$ cat src/rtl/pipe_stall_ctrl.sv
// rtl/pipe_stall_ctrl.sv - stall/flush sequencer for the 5-stage pipeline
// Merges load-use, divide occupancy, bus wait states and exception flushes.
module pipe_stall_ctrl #(
  parameter int DIV_CYCLES  = 32,
  parameter int CNT_W       = 6,
  parameter int MEM_TIMEOUT = 255,
  parameter int PERF_W      = 32
) (
  input  logic              clk,
  input  logic              rst,
  input  logic              lwstallD,
  input  logic              div_opE,
  input  logic              mem_reqM,
  input  logic              mem_readyM,
  input  logic              flush_req,
  output logic              stallF,
  output logic              stallD,
  output logic              stallE,
  output logic              stallM,
  output logic              flushD,
  output logic              flushE,
  output logic              flushM,
  output logic              flushW,
  output logic              div_start,
  output logic              div_valid,
  output logic              div_cancel,
  output logic              mem_err,
  output logic [PERF_W-1:0] stall_cycles
);

  localparam int MW = $clog2(MEM_TIMEOUT + 1);
  // The start cycle is the first of DIV_CYCLES occupancy cycles, so RUN lasts DIV_CYCLES-1.
  localparam logic [CNT_W-1:0] DIV_LOAD = CNT_W'(DIV_CYCLES - 2);
  localparam logic [MW-1:0]    MEM_MAX  = MW'(MEM_TIMEOUT);

  localparam logic [1:0] S_IDLE = 2'd0;
  localparam logic [1:0] S_RUN  = 2'd1;
  localparam logic [1:0] S_DONE = 2'd2;

  logic [1:0]       state, state_nx;
  logic [CNT_W-1:0] cnt;
  logic [MW-1:0]    mem_cnt;
  logic             flush_pend;
  logic             mem_stall, flush_now, div_stall, lw_haz;

  // Every request is masked while rst is high so no pulse can escape during reset.
  assign mem_stall = ~rst & mem_reqM & ~mem_readyM;
  assign flush_now = ~rst & (flush_req | flush_pend) & ~mem_stall;
  assign lw_haz    = ~rst & lwstallD;

  always_comb begin
    div_stall = 1'b0;
    case (state)
      S_IDLE:  div_stall = ~rst & div_opE;
      S_RUN:   div_stall = 1'b1;
      default: div_stall = 1'b0;
    endcase
  end

  assign div_start  = (state == S_IDLE) & ~rst & div_opE & ~mem_stall & ~flush_now;
  assign div_valid  = (state == S_RUN) & (cnt == '0) & ~flush_now;
  assign div_cancel = (state == S_RUN) & flush_now;

  always_comb begin
    state_nx = state;
    case (state)
      S_IDLE: if (div_start) state_nx = S_RUN;
      S_RUN: begin
        if (flush_now)        state_nx = S_IDLE;
        else if (cnt == '0)   state_nx = S_DONE;
      end
      S_DONE: if (flush_now || !mem_stall) state_nx = S_IDLE;
      default: state_nx = S_IDLE;
    endcase
  end

  always_ff @(posedge clk or posedge rst) begin
    if (rst) begin
      state <= S_IDLE;
      cnt   <= '0;
    end else begin
      state <= state_nx;
      if (div_start)
        cnt <= DIV_LOAD;
      else if (state == S_RUN && cnt != '0)
        cnt <= cnt - CNT_W'(1);
    end
  end

  always_ff @(posedge clk or posedge rst) begin
    if (rst)
      flush_pend <= 1'b0;
    else if (flush_now)
      flush_pend <= 1'b0;
    else if (flush_req && mem_stall)
      flush_pend <= 1'b1;
  end

  always_ff @(posedge clk or posedge rst) begin
    if (rst) begin
      mem_cnt <= '0;
      mem_err <= 1'b0;
    end else if (mem_stall) begin
      if (mem_cnt != MEM_MAX)
        mem_cnt <= mem_cnt + MW'(1);
      if (mem_cnt == MEM_MAX - MW'(1))
        mem_err <= 1'b1;
    end else begin
      mem_cnt <= '0;
    end
  end

  assign stallM = mem_stall;
  assign stallE = ~flush_now & (mem_stall | div_stall);
  assign stallF = ~flush_now & (mem_stall | div_stall | lw_haz);
  assign stallD = stallF;
  assign flushD = flush_now;
  assign flushE = flush_now | (lw_haz & ~div_stall & ~mem_stall);
  assign flushM = flush_now | (div_stall & ~mem_stall);
  assign flushW = mem_stall;

  always_ff @(posedge clk or posedge rst) begin
    if (rst)
      stall_cycles <= '0;
    else if (stallF)
      stall_cycles <= stall_cycles + PERF_W'(1);
  end

endmodule
$ cat config.mk
export PLATFORM = sky130hd
export DESIGN_NAME = pipe_stall_ctrl
export DESIGN_NICKNAME = d
export VERILOG_FILES = /design/src/rtl/pipe_stall_ctrl.sv
export SDC_FILE = /design/constraint.sdc
export NUM_CORES = 1
export LEC_CHECK = 0
export CORE_UTILIZATION = 30
export DETAILED_ROUTE_END_ITERATION = 7
export GPL_TIMING_DRIVEN = 0
export PLACE_DENSITY = 0.48
export SKIP_CTS_REPAIR_TIMING = 1
export SLEW_MARGIN = 5
export SYNTH_ARGS = -nofsm -noshare
export SYNTH_HDL_FRONTEND = slang
export SYNTH_SLANG_ARGS = --single-unit
$ cat constraint.sdc
create_clock -name clk -period 2.1 [get_ports clk]
set_clock_uncertainty 0.2 [all_clocks]
set_input_delay 0.21 -clock clk [delete_from_list [all_inputs] [get_ports clk]]
set_output_delay 0.21 -clock clk [all_outputs]
set_load 0.02 [all_outputs]
-- After elaboration in Yosys (flattened, before gate mapping)
Index checks and enable logic that the tools add are counted.
W data, S select, Z words.
- add/subtract/negate cells: 3
- multipliers: 0
- div/mod/pow operators: 0
- order comparisons: 0
- eq/ne operators: 8
- shifts and indexed selects: 0
- muxes and demuxes: 12
- bitwise logic cells: 28
- reductions and logical operators: 11
- operators by type and width (kind ; number):
    $add A32 B1 Y32 const B ; 1
    $and A1 B1 Y1 ; 18
    $mux W8 ; 2
    $mux W6 ; 2
    $add A8 B1 Y8 const B ; 1
    $eq A8 B8 Y1 const B ; 1
    $mux W2 ; 4
    $ne A8 B8 Y1 const B ; 1
    $logic_not A6 Y1 ; 1
    $pmux W2 S3 ; 1
    $reduce_bool A6 Y1 ; 1
    $sub A6 B1 Y6 const B ; 1
    $not A1 Y1 ; 5
    $or A1 B1 Y1 ; 5
    $ne A2 B2 Y1 const B ; 2
    $reduce_bool A2 Y1 ; 2
    $ne A3 B2 Y1 const B ; 1
    $reduce_and A3 Y1 ; 1
    $eq A2 B1 Y1 const B ; 1
    $eq A2 B2 Y1 const B ; 1
    $logic_and A1 B1 Y1 ; 2
    $logic_not A2 Y1 ; 1
    $mux W1 ; 2
    $ne A2 B1 Y1 const B ; 1
    4 further kinds ; 4
- register bits: 50
- bits in latches: 0
- bits in writable memories: 0
- bits in read-only memories: 0
- input bits: 7
- output and inout bits: 44
- word-level logic and storage cells: 68
- memories kept: 0

-- Longest topological paths before layout
Gate-level depths: netlist of run 1.
- depth in word-level cells: 9
- gate-level depth with buffers: 7
- depth with buffers taken out: 6

-- Least setup slack after synthesis of run 1
Ideal clock, no wire load.
- kind: in2out
- from: input rst
- to: output flushM
- arrival time: 1.782 ns
- required time: 1.690 ns
- slack: -0.092 ns
- stages: 4
- buffers on the path: 0
- cells stage by stage: inv_2 > nand2_1 > inv_1 > o21ai_0
- cells in the longest elaborated chain, start to end: 6
- elaborated cells on any way between the ends: 10
- classes of those cells: mux: 1; bitwise: 9
- ends and longest elaborated chain (what ; line ; text):
    from (decl) ; 10 ; input logic rst,
    $not A1 Y1 * ; 47 ; assign mem_stall = ~rst & mem_reqM & ~mem_readyM;
    $and A1 B1 Y1 * (2 in a row) ; 47 ;
    via flushW ; 23 ; output logic flushW,
    $not A1 Y1 * ; 48, 119 ;
    $and A1 B1 Y1, on equally long branches ; 48, 119 ;
    $or A1 B1 Y1 * ; 119 ; assign flushM = flush_now | (div_stall & ~mem_stall);
    to (decl) ; 22 ; output logic flushM,
Mark *: on every way through the listed nets, which the timed path passes. The rest lies on a longest branch.

-- Worst setup path in the final report of run 1
- from: input mem_readyM
- to: output stallF
- cells in the longest elaborated chain, start to end: 6
- elaborated cells on any way between the ends: 8
- classes of those cells: bitwise: 8
- ends and longest elaborated chain (what ; line ; text):
    from (decl) ; 14 ; input logic mem_readyM,
    $not A1 Y1 * ; 47 ;
    $and A1 B1 Y1 * ; 47 ;
    $not A1 Y1 ; 48 ; assign flush_now = ~rst & (flush_req | flush_pend) & ~mem_stall;
    $and A1 B1 Y1 ; 48 ;
    $not A1 Y1 ; 115 ; assign stallF = ~flush_now & (mem_stall | div_stall | lw_haz);
    $and A1 B1 Y1 * ; 115 ;
    to (decl) ; 16 ; output logic stallF,
Every way passes the cells marked *; elsewhere a longest branch is shown, timed or not.

==> results of run 1 <==
[worst max path at each step]
stage | start | endpoint | slack, ps
final | mem_readyM | stallF | 50
after global routing | cnt[2] | div_valid | -50
after CTS | rst | stallM | -1150
after detailed placement | rst | stallM | -1150
after global placement | rst | stallM | -1180
after floorplan | cnt[2] | state[1] | 220
[kinds of logic after synthesis]
kind of cell	after synthesis
AO/OA/AOI/OAI	27
XOR/XNOR	38
adder cells (fa/ha/maj)	5
buffers and inverters	14
flip-flops	50
multiplexers	1
AND/OR/NAND/NOR	103
[stage by stage]
stage / setup WS, ps / power [mW] / hold slack [ps]
after floorplan: 225 / 1.57 / -59.3
after global placement: -1180 / 1.83 / 270
after detailed placement: -1150 / 1.83 / 273
after CTS: -1150 / 2.42 / 296
after global routing: -45.4 / 2.60 / 246
final: 46.5 / 2.43 / 183
[layer usage]
metal	vias to the layer above	routed length [microns]	GRT usage
met5	-	0	0
met4	0	73	0.0423
met3	6	208	0.0340
met2	24	2640	0.202
met1	926	2600	0.187
li1	950	-	-
[power breakdown]
group	internal (mW)	total [mW]	leakage (nW)	switching, mW
sequential	1.07	1.21	0.660	0.137
clock	0.255	0.567	0.0431	0.312
combinational	0.313	0.660	0.927	0.347
[area by class of cell]
| type | instances | area share |
|---|---|---|
| plain buffers | 5 | 0.0109 |
| clock buffers | 6 | 0.0239 |
| inverters | 9 | 0.0189 |
| multi-input cells | 174 | 0.370 |
| flip-flops and latches | 50 | 0.363 |
| well taps | 105 | 0.0381 |
| repair buffers | 57 | 0.172 |
| repair inverters | 1 | 0.00254 |
[critical path, cell delays in order]
cell and delay (ps):
clkdlybuf4s50_1 520, nor2b_4 80, or3_4 410, inv_6 100, a21oi_4 50, buf_6 130
buf_4 140
[cells in the mapped netlist (all sizes together) (2+ instances only)]
cell	number
a211oi	3
a21o	2
a21oi	6
a31oi	4
and3	5
and4	6
buf	4
dfrtp	50
ha	5
inv	9
nand2	25
nand2b	2
nand3	14
nand4	9
nor2	20
nor2b	3
nor3	15
o21ai	6
o21bai	2
xnor2	14
xor2	24
[sequential cells by signal (all words and copies together), names as in the netlist]
signal,flops
stall_cycles,32
mem_cnt,8
cnt,6
state,2
flush_pend,1
mem_err,1
==> reports/qor.yml, run 1 <==
dp_hpwl_microns: 3760
crit_type: "primary input to output port"
timing.rr.end: "mem_cnt[7]"
worstSkewPairLatency_ps: 300
grt_pass1_vias: 1792
grt.total_usage: 0.134
die_height_microns: 93.9
hold_start: "mem_reqM"
antenna_found_initial: 0
post-route-period-util: 0.978
vias_per_cell: 4.68
hold_path_class: "primary input to flip-flop"
drive_gt1_frac: 0.172
yosys.area_share.simple: 0.237
wl_per_cell_microns: 13.6
io_pins: 51
r2r_slack_ps: 180
ys_warn_count: 0
yosys_register_bits: 50
core_sq_um: 8180
layout_commonest_cell: "dfrtp_1"
crit_path_end_kind: "output port"
route.vias.total: 1906
crit_arrival_ps: 1640
cts_htree_levels: 2
fp.dieW_microns: 93.9
synth_area_leaders: "dfrtp_1 (49%), xor2_1 (8.3%), xnor2_1 (4.8%), nand2_1 (3.7%), nor3_2 (3.6%)"
required_ps: 1690
final_util: 0.422
synth-main-ff-cell: "dfrtp_1"
relSlewSlack: 0.616
nets: 315
drc_errors: 0
drt-initial-drc-count: 69
critPathLaunchType: "primary input"
period_needed_ps: 2050
instances_no_fill: 407
path_clk_slew_ps: 80
peakVddDrop_uv: 330
fillers: 804
cts.sinks: 50
grt_overflow: 0
ff2ff_path_depth: 7
multiInputGateArea_sq_um: 1280
r2r_start: "mem_cnt[0]"
synth_top_area_share: 0.494
grt_first_pass_wirelength_microns: 9220
drv_cap: 0
worstMarginPinSlew_ps: 567
avgSynthCellArea_sq_um: 10.6
firstDrtPassIters: 4
wl_microns: 5520
port_buffers: 50
cts_tree: "done"
muxShareOfSynthArea: 0.00445
maxSlewViolCount: 0
grt_setup_unrepaired: "true"
tns_ps: 0
ff_latch_area_sq_um: 1250
final_cell_mix: "dfrtp_1 (50), clkdlybuf4s50_1 (37), xor2_1 (24), nand2_1 (24), nor2_1 (19)"
max_freq_mhz: 487
fin_area_sq_um: 3450
synth_xor_area_frac: 0.131
powerDensity_nw_per_um2: 705
hold_violations: 0
syn2layout_area_growth_pct: 36.2
synth_compound_area_frac: 0.0811
cts_buffers: 5
gp_congestion: 0.749
synth_top_family_by_area: "simple AND/OR/NAND/NOR gates"
yosysSeqAreaShare: 0.494
leakage_nw: 1.63
min_to: "cnt[5]"
setup_viol: 0
clockBufferDepth: 2
start_util: 0.310
syn_nets: 250
cp_max_fo: 6
fp.dieArea_sq_um: 8810
num_antenna_cells: 0
status: "finished clean"
yosysTopAreaCell: "dfrtp_1"
whs_path_depth: 4
synth_edf_count: 0
drtAntennaViolNets: 0
yosysUniqueCellTypes: 44
grt_max_degree: 55
synth-async-reset-ratio: 1.00
netlist_area_sq_um: 2530
dp.cells: 393
synth_adder_area_share: 0.0247
cts-root-buf: "clkbuf_8"
syn_inst: 238
place_area_sq_um: 3170
num_rows: 33
No activity file was read; power rests on OpenSTA's default activity.
==> run 2: changes to the inputs <==
DONT_BUFFER_PORTS = 1   (was unset)
PLACE_DENSITY = 0.41   (was 0.48)
==> run 2 against run 1 <==
  * First-iteration DRC count down 28%
  * Sequential power increased by 7%
  * Clock-buffer cell count unchanged
  * Final area is 16% lower
  * Combinational power down 41%
  * Core utilization fell by 6.7 points
  * Power decreased by 2.3%
  * Sequential cell count unchanged
  * Critical path depth is 4 lower
  * Clock power rose by 22%
  * Die area unchanged
  * Cell count down 13%
  * Highest routed layer unchanged
==> reports/qor.yml, run 2 (synthesis gave the netlist of run 1 again) <==
grt.total_usage: 0.125  # -0.00940
port_buffers: 0  # -100%
core_sq_um: 8180  # unchanged
setup_viol: 0  # unchanged
drv_cap: 0  # unchanged
hold_ws_ps: 59.6  # -124 ps
cts_tree: "done"
fp.dieW_microns: 93.9  # unchanged
relSlewSlack: 0.624  # +0.00761
peakVddDrop_uv: 298  # -9.6%
period_needed_ps: 2070  # +15.0 ps
max_freq_mhz: 483  # -0.73%
cts-root-buf: "clkbuf_8"
worstMarginPinSlew_ps: 555  # -11.2 ps
regMostFlops: "stall_cycles"
hold_start: "flush_req"
instances_no_fill: 354  # -13%
critPathLaunch: "cnt[2]"
critPathLaunchType: "flip-flop"
r2r_start: "stall_cycles[9]"
hold_path_class: "primary input to flip-flop"
path_clk_slew_ps: 80  # about the same
drt-initial-drc-count: 50  # -28%
num_rows: 33  # unchanged
route.vias.total: 1686  # -12%
top_regs: "stall_cycles (32), mem_cnt (8), cnt (6)"
largest_reg_flops: 32  # unchanged
antenna_found_initial: 0  # unchanged
cts_buffers: 5  # unchanged
total_power_mw: 2.38  # -2.3%
drc_errors: 0  # unchanged
critical-path-max-stage-delay_ps: 440  # -80 ps
grt_first_pass_wirelength_microns: 8450  # -8.3%
cts.sinks: 50  # unchanged
cp_max_fo: 4  # -2
grt_overflow: 0  # unchanged
required_ps: 1690  # about the same
nets: 261  # -17%
status: "finished clean"
die_height_microns: 93.9  # unchanged
cts_htree_levels: 2  # unchanged
vias_per_cell: 4.76  # +1.7%
drive_gt1_frac: 0.209  # +0.0366
path_cells: "nor4_2, nand2_1, nor3_2"
drtAntennaViolNets: 0  # unchanged
crit_type: "flip-flop to output port"
dp_hpwl_microns: 3560  # -5.2%
tns_ps: 0  # unchanged
hold_violations: 0  # unchanged
wl_microns: 5250  # -4.8%
final_cell_mix: "dfrtp_1 (41), nand2_1 (25), xor2_1 (24)"
grt_setup_unrepaired: "true"
layout_commonest_cell: "dfrtp_1"
firstDrtPassIters: 4  # unchanged
fp.dieArea_sq_um: 8810  # unchanged
start_util: 0.310  # unchanged
powerDensity_nw_per_um2: 821  # +16%
post-route-period-util: 0.985  # +0.00717
crit_slowest_cell: "dfrtp_1"
dp.cells: 343  # -13%
crit_path_end_kind: "output port"
io_pins: 51  # unchanged
grt_pass1_vias: 1614  # -9.9%
maxSlewViolCount: 0  # unchanged
wl_per_cell_microns: 14.8  # +9.4%
leakage_nw: 1.28  # -22%
crit_arrival_ps: 1660  # +20 ps
syn2layout_area_growth_pct: 14.5
num_antenna_cells: 0  # unchanged
grt_max_degree: 55  # unchanged
clockBufferDepth: 2  # unchanged
worstSkewPairLatency_ps: 290  # about the same
gp_congestion: 0.739  # -1.3%
## run 2: cell types whose count changed in the layout (fill, tap and decap cells not counted), moves of 2 or more
cell | previous run | this run
clkbuf_2 | 2 | 0
buf_4 | 7 | 3
buf_12 | 2 | 0
dfrtp_2 | 0 | 9
inv_6 | 2 | 0
dlymetal6s2s_1 | 9 | 0
clkdlybuf4s50_1 | 37 | 0
dfrtp_1 | 50 | 41
## run 2: cell type report
class                           count  area, sq um
Timing Repair Buffer                4         57.6
Clock buffer                        6         82.6
Inverter                            9         45.0
Sequential cell                    50         1260
Tap cell                          105          131
Multi-Input combinational cell    174         1250
Clock inverter                      1         30.0
Fill cell                         850         5280
Buffer                              5         37.5
## run 2: worst max-delay path: cells and delay by family, from the launching register on
kind	cells	cell delay (ps)
and+or+nand+nor	3	920
DFF	1	440
## run 2: through the flow
stage	utilization	area (sq um)	setup WS, ps
final	0.354	2900	31.5
after global routing	0.354	2900	-87.3
after CTS	0.340	2780	-347
after detailed placement	0.326	2670	-248
after global placement	0.326	2670	-293
after floorplan	-	2530	225
## run 2: per-layer routing
metal | track usage | vias to the layer above | routed length, microns
met3 | 0.0405 | 2 | 284
met4 | 0.0385 | 0 | 39
met1 | 0.160 | 811 | 2450
li1 | - | 842 | -
met2 | 0.198 | 31 | 2480
met5 | 0 | - | 0
## run 2: power breakdown
| part | total, mW | switching, mW | internal (mW) |
|---|---|---|---|
| clock network | 0.692 | 0.311 | 0.382 |
| registers | 1.29 | 0.221 | 1.07 |
| logic | 0.391 | 0.231 | 0.160 |
| total | 2.38 | 0.762 | 1.62 |
## run 2: worst paths after layout
check | end | slack (ps) | cells after the start
worst min register to register | mem_cnt[2] | 350 | 1
worst max-delay path | div_valid | 30 | 3
worst max register to register | stall_cycles[16] | 140 | 5
worst min-delay path | cnt[1] | 60 | 3
min in group asynchronous | stall_cycles[10] | 360 | 3
max in group asynchronous | stall_cycles[3] | 1120 | 3
